<file path="config.mk">
export PLATFORM = sky130hd
export DESIGN_NAME = alu_seq
export DESIGN_NICKNAME = d
export VERILOG_FILES = /design/src/rtl/alu_seq.sv
export SDC_FILE = /design/constraint.sdc
export NUM_CORES = 1
export LEC_CHECK = 0
export BUFFER_PORTS_ARGS = -buffer_cell sky130_fd_sc_hd__buf_2
export CAP_MARGIN = 25
export CORE_MARGIN = 3
export CORE_UTILIZATION = 25
export CTS_CLUSTER_SIZE = 8
export DETAILED_ROUTE_END_ITERATION = 8
export PLACE_DENSITY = 0.39
export SYNTH_ARGS = -nofsm -noshare
export SYNTH_HDL_FRONTEND = slang
export SYNTH_SLANG_ARGS = --single-unit
</file>
<file path="constraint.sdc">
create_clock -name clk -period 4.1 [get_ports clk]
set_input_delay 0.205 -clock clk [delete_from_list [all_inputs] [get_ports clk]]
set_output_delay 0.205 -clock clk [all_outputs]
set_load 0.01 [all_outputs]
</file>
<file path="src/rtl/alu_seq.sv">
// Sequential ALU with valid/ready handshakes and registered results/flags.
// Shifts run one bit per cycle; MUL is an iterative shift-add.
module alu_seq #(
   parameter int WIDTH = 8
) (
   input  logic             clk,
   input  logic             rst,
   input  logic             in_valid,
   output logic             in_ready,
   input  logic [WIDTH-1:0] op1,
   input  logic [WIDTH-1:0] op2,
   input  logic [3:0]       operator,
   output logic             out_valid,
   input  logic             out_ready,
   output logic [WIDTH-1:0] res,
   output logic             c_flag,
   output logic             z_flag,
   output logic             s_flag,
   output logic             ov_flag,
   output logic             busy
);

   localparam int CNT_W = $clog2(WIDTH) + 1;
   localparam int M = WIDTH - 1;

   localparam logic [3:0] OP_ADD = 4'd0;
   localparam logic [3:0] OP_SUB = 4'd1;
   localparam logic [3:0] OP_AND = 4'd2;
   localparam logic [3:0] OP_OR  = 4'd3;
   localparam logic [3:0] OP_XOR = 4'd4;
   localparam logic [3:0] OP_NOT = 4'd5;
   localparam logic [3:0] OP_LSL = 4'd6;
   localparam logic [3:0] OP_LSR = 4'd7;
   localparam logic [3:0] OP_ADC = 4'd8;
   localparam logic [3:0] OP_MUL = 4'd9;
   localparam logic [3:0] OP_ASR = 4'd10;

   typedef enum logic [1:0] {S_IDLE, S_EXEC, S_DONE} state_t;

   state_t             r_state;
   state_t             w_next;
   logic [3:0]         r_op;
   logic [WIDTH-1:0]   r_sh;
   logic [WIDTH-1:0]   r_mcand;
   logic [2*WIDTH-1:0] r_prod;
   logic [CNT_W-1:0]   r_cnt;
   logic               r_cf;
   logic [WIDTH-1:0]   r_res;
   logic               r_c;
   logic               r_z;
   logic               r_s;
   logic               r_ov;

   logic               w_accept;
   logic               w_is_shift;
   logic               w_multi;
   logic [CNT_W-1:0]   w_amt;
   logic               w_last;
   logic               w_load;
   logic [WIDTH:0]     w_add;
   logic [WIDTH:0]     w_adc;
   logic [WIDTH:0]     w_sub;
   logic [WIDTH-1:0]   w_one_res;
   logic               w_one_c;
   logic               w_one_ov;
   logic [WIDTH-1:0]   w_sh_next;
   logic               w_sh_c;
   logic [WIDTH:0]     w_mul_sum;
   logic [2*WIDTH-1:0] w_prod_next;
   logic [WIDTH-1:0]   w_ex_res;
   logic               w_ex_c;
   logic               w_ex_ov;
   logic [3:0]         w_fin_op;
   logic [WIDTH-1:0]   w_fin_res;
   logic               w_fin_c;
   logic               w_fin_ov;
   logic               w_cf_upd;

   assign in_ready  = (r_state == S_IDLE);
   assign out_valid = (r_state == S_DONE);
   assign busy      = (r_state != S_IDLE);
   assign res       = r_res;
   assign c_flag    = r_c;
   assign z_flag    = r_z;
   assign s_flag    = r_s;
   assign ov_flag   = r_ov;

   assign w_accept   = in_valid && (r_state == S_IDLE);
   assign w_is_shift = (operator == OP_LSL) || (operator == OP_LSR)
                    || (operator == OP_ASR);
   assign w_amt      = (op2 >= WIDTH'(WIDTH)) ? CNT_W'(WIDTH)
                                             : op2[CNT_W-1:0];
   assign w_multi    = (operator == OP_MUL)
                    || (w_is_shift && (w_amt != '0));
   assign w_last     = (r_state == S_EXEC) && (r_cnt == CNT_W'(1));
   assign w_load     = (w_accept && !w_multi) || w_last;

   assign w_add = {1'b0, op1} + {1'b0, op2};
   assign w_adc = w_add + {{WIDTH{1'b0}}, r_cf};
   assign w_sub = {1'b0, op1} - {1'b0, op2};

   always_comb begin
      w_one_res = '0;
      w_one_c   = 1'b0;
      w_one_ov  = 1'b0;
      case (operator)
         OP_ADD: begin
            w_one_res = w_add[M:0];
            w_one_c   = w_add[WIDTH];
            w_one_ov  = (op1[M] == op2[M]) && (w_add[M] != op1[M]);
         end
         OP_SUB: begin
            w_one_res = w_sub[M:0];
            w_one_c   = w_sub[WIDTH];
            w_one_ov  = (op1[M] != op2[M]) && (w_sub[M] != op1[M]);
         end
         OP_ADC: begin
            w_one_res = w_adc[M:0];
            w_one_c   = w_adc[WIDTH];
            w_one_ov  = (op1[M] == op2[M]) && (w_adc[M] != op1[M]);
         end
         OP_AND: w_one_res = op1 & op2;
         OP_OR:  w_one_res = op1 | op2;
         OP_XOR: w_one_res = op1 ^ op2;
         OP_NOT: w_one_res = ~op1;
         // zero-amount shifts finish here unchanged
         OP_LSL, OP_LSR, OP_ASR: w_one_res = op1;
         default: w_one_res = '0;
      endcase
   end

   always_comb begin
      w_sh_next = r_sh;
      w_sh_c    = 1'b0;
      case (r_op)
         OP_LSL: begin
            w_sh_next = {r_sh[M-1:0], 1'b0};
            w_sh_c    = r_sh[M];
         end
         OP_LSR: begin
            w_sh_next = {1'b0, r_sh[M:1]};
            w_sh_c    = r_sh[0];
         end
         OP_ASR: begin
            w_sh_next = {r_sh[M], r_sh[M:1]};
            w_sh_c    = r_sh[0];
         end
         default: ;
      endcase
   end

   assign w_mul_sum   = {1'b0, r_prod[2*WIDTH-1:WIDTH]}
                      + (r_prod[0] ? {1'b0, r_mcand} : '0);
   assign w_prod_next = {w_mul_sum, r_prod[M:1]};

   always_comb begin
      w_ex_res = w_sh_next;
      w_ex_c   = w_sh_c;
      w_ex_ov  = 1'b0;
      if (r_op == OP_MUL) begin
         w_ex_res = w_prod_next[M:0];
         w_ex_c   = |w_prod_next[2*WIDTH-1:WIDTH];
         w_ex_ov  = w_ex_c;
      end
   end

   assign w_fin_op  = (r_state == S_EXEC) ? r_op : operator;
   assign w_fin_res = (r_state == S_EXEC) ? w_ex_res : w_one_res;
   assign w_fin_c   = (r_state == S_EXEC) ? w_ex_c : w_one_c;
   assign w_fin_ov  = (r_state == S_EXEC) ? w_ex_ov : w_one_ov;
   assign w_cf_upd  = (w_fin_op == OP_ADD) || (w_fin_op == OP_SUB)
                   || (w_fin_op == OP_ADC) || (w_fin_op == OP_LSL)
                   || (w_fin_op == OP_LSR) || (w_fin_op == OP_ASR);

   always_ff @(posedge clk) begin
      if (rst) r_state <= S_IDLE;
      else     r_state <= w_next;
   end

   always_comb begin
      w_next = r_state;
      case (r_state)
         S_IDLE: if (in_valid) w_next = w_multi ? S_EXEC : S_DONE;
         S_EXEC: if (w_last) w_next = S_DONE;
         S_DONE: if (out_ready) w_next = S_IDLE;
         default: w_next = S_IDLE;
      endcase
   end

   always_ff @(posedge clk) begin
      if (rst) begin
         r_op    <= '0;
         r_sh    <= '0;
         r_mcand <= '0;
         r_prod  <= '0;
         r_cnt   <= '0;
         r_cf    <= 1'b0;
         r_res   <= '0;
         r_c     <= 1'b0;
         r_z     <= 1'b0;
         r_s     <= 1'b0;
         r_ov    <= 1'b0;
      end else begin
         if (w_accept) begin
            r_op    <= operator;
            r_sh    <= op1;
            r_mcand <= op1;
            r_prod  <= {{WIDTH{1'b0}}, op2};
            r_cnt   <= (operator == OP_MUL) ? CNT_W'(WIDTH) : w_amt;
         end else if (r_state == S_EXEC) begin
            r_sh   <= w_sh_next;
            r_prod <= w_prod_next;
            r_cnt  <= r_cnt - CNT_W'(1);
         end
         if (w_load) begin
            r_res <= w_fin_res;
            r_c   <= w_fin_c;
            r_z   <= (w_fin_res == '0);
            r_s   <= w_fin_res[M];
            r_ov  <= w_fin_ov;
            if (w_cf_upd) r_cf <= w_fin_c;
         end
      end
   end

endmodule

</file>
==> run metrics <==
#FFs+latches synth 54; setup ws final 1.033 ns; CTS Buf Count 5; wire per inst 19.38 um; Max-Slew Margin vs Limit 0.3405; register area share after synthesis 0.2169; clock transition at the registers of the reported paths 0.09 ns; DRC marker count from the first detailed-route iteration 431; DP HPWL 13.63 mm; Final min period 3.067 ns; antenna viol nets, final 0; Cells after Synth 655; crit-path cells and2_1, ha_1, and3_1, a221o_1, or4_1, o21ai_1, xor2_1, nand4_1, a21boi_1, a21oi_1; peak ir drop on the vdd network 0.1768 mV; Synth Flop Type dfxtp_1; synthesized area 4985 sq um; total iterations of the first detailed-routing run 5; critical path's top delay family compound AO/OA/AOI/OAI gates; Placed Area 5325 sq um; Die ar. 21670 sq um; io pins 39; number of synthesized flops with an enable pin 0; Syn Nets 718; Total Routed Length 18.03 mm; max-capacitance violation count 0; number of gates resized after cts 0; Rows 51; Worst Hold Slack 0.2018 ns; Slew @ Worst Pin 0.9759 ns; RSZ-0062 raised after global routing false; fin area 5479 sq um; CTS root buffer clkbuf_16; Clock Skews 0.01521 ns; CP endpoint kind flop; CP required 4.29 ns; hold path start out_ready; vias in the first global route 4907; Setup TNS 0 ns; CP arrival 3.26 ns; synth-to-layout area growth 9.915%; Setup-failing EPs final 0; Buf/Inv on CP 0; Worst-Skew Late Latency 0.31 ns; initial antenna violation count 0; IO Port Bufs 38; fin crit share 0.7481; global-route wire length before repair 28.13 mm; power per standard cell area 283.7 nW/um^2; Warnings, synthesis 0; Post-synth ARST share 0; Filler cells 2177; stages on the worst setup path 10; status complete, no violations; n_diodes 0; Worst setup SP type flop; CTS H-tree lvls 2; clock sinks 54; total gr overflow 0; GRT Overall Usage 0.1640; most frequent cells in the layout nand2_1 (76), a21oi_1 (56), dfxtp_1 (54); Max Freq 326.0 MHz; Worst R2R Setup Slack 1.03 ns; largest net degree at the start of global routing 41; maximum fanout along the worst path 9; hold crit path type input port to flop; Via density 5.291; Leak Pwr 2.145 nW; area of the multi-input gates 3508 sq um; most common cell after layout, fill and taps aside nand2_1; core footprint 19530 sq um; maximum clock path buffer count 2; WS Path Type flop to flop; Die H 147.2 um; postcts setup bufs 0; Routability Congestion 0.8377; post-synth cell types 87; hold path endpoint r_state[1]$_SDFFE_PP0P_; Slew Viols, Final 0; fin nets 727; register area 1081 sq um; worst reg2reg path depth 10; Post-CTS Hold Buffers 0; final hold violation count 0; RR Startpoint r_prod[0]$_SDFFE_PP0P_; die extent in x 147.2 um; Tot Pwr 1.555 mW; hold path cells 4; DRC 0; Syn Area/Cell 7.610 sq um; Initial Util 0.2553; via count 4921; FF-to-FF End c_flag$_SDFFE_PP0P_; TritonCTS clock tree built; pre-CTS WS 0.8113 ns; slowest stage cell, crit path dfxtp_1; Slowest Stage Delay on Critical Path 0.46 ns; share of cells above drive strength 1 0.1128
[sequential cells by signal (all words and copies together), names as in the netlist]
signal,cells
r_cnt,4
ov_flag,1
r_state,2
res,8
z_flag,1
r_op,4
r_prod,16
r_cf,1
r_mcand,8
r_sh,8
c_flag,1
[worst max path at each step]
stage               slack, ns                   end              startpoint
floorplan                1.54  ov_flag$_SDFFE_PP0P_                  op1[0]
global placement         0.84   z_flag$_SDFFE_PP0P_                  op1[0]
detailed placement       0.81   z_flag$_SDFFE_PP0P_                  op1[0]
CTS                      1.04   c_flag$_SDFFE_PP0P_  r_prod[0]$_SDFFE_PP0P_
global route             0.89   z_flag$_SDFFE_PP0P_                  op1[0]
finish                   1.03   c_flag$_SDFFE_PP0P_  r_prod[0]$_SDFFE_PP0P_
[layer usage]
layer,vias up,GRT usage,share of wire
met2,133,0.2853,0.49
met1,2375,0.2206,0.46
met3,17,0.01450,0.040
li1,2396,-,-
met4,0,0.03821,0.018
met5,-,0,0
[cell usage after synthesis, types with 6 or more instances]
| library cell | instances | area [sq um] |
|---|---|---|
| dfxtp_1 | 54 | 1081 |
| xnor2_1 | 9 | 78.83 |
| a31oi_1 | 12 | 75.07 |
| o211ai_1 | 6 | 45.04 |
| clkbuf_1 | 25 | 93.84 |
| o21ai_0 | 29 | 145.1 |
| nand3_1 | 10 | 50.05 |
| and2_1 | 11 | 68.82 |
| nor3_1 | 13 | 65.06 |
| xor2_1 | 8 | 70.07 |
| nor2b_1 | 8 | 50.05 |
| nand2_1 | 76 | 285.3 |
| nand3b_1 | 6 | 45.04 |
| ha_1 | 36 | 450.4 |
| a21oi_1 | 56 | 280.3 |
| a211oi_1 | 14 | 105.1 |
| nor2_1 | 51 | 191.4 |
| mux2i_1 | 12 | 120.1 |
| nor4_1 | 6 | 37.54 |
| inv_1 | 41 | 153.9 |
| nand2b_1 | 13 | 81.33 |
| a22oi_1 | 13 | 97.59 |
| o21a_1 | 6 | 45.04 |
[final cells by class]
type | instances | share of cell area
inverters | 43 | 0.02946
flip-flops and latches | 54 | 0.1973
well taps | 265 | 0.06052
multi-input cells | 515 | 0.6403
repair buffers | 45 | 0.04430
clock buffers | 5 | 0.02284
clock inverters | 3 | 0.005252
[logic make-up (layout without fill, tap and decap cells)]
kind of cell    after synthesis  count (layout)  share of synthesized area
xor+xnor                     17              17                    0.02987
simple gates                235             235                     0.2490
compound gates              210             210                     0.2934
buf+inv                      86              96                    0.07982
mux                          14              14                    0.02862
fa+ha+maj                    39              39                     0.1024
flops                        54              54                     0.2169
[power breakdown]
group          internal, mW  switching, mW
Clock                 0.235          0.226
Combinational         0.178          0.319
Sequential            0.561         0.0349
Total                 0.974          0.580
[per-stage QoR]
stage	util	std cells
after detailed placement	0.2727	922
final	0.2806	930
after global routing	0.2806	930
after global placement	0.2727	922
after floorplan	-	655
after CTS	0.2806	930
[worst reg2reg max path: stages, from the launching register on]
cell      delay (ns)
dfxtp_1         0.46
and2_1          0.18
ha_1            0.27
and3_1          0.21
a221o_1         0.35
or4_1           0.40
o21ai_1         0.11
xor2_1          0.21
nand4_1         0.22
a21boi_1        0.41
a21oi_1         0.14
Note: power is estimated with default switching activity, not from simulation.
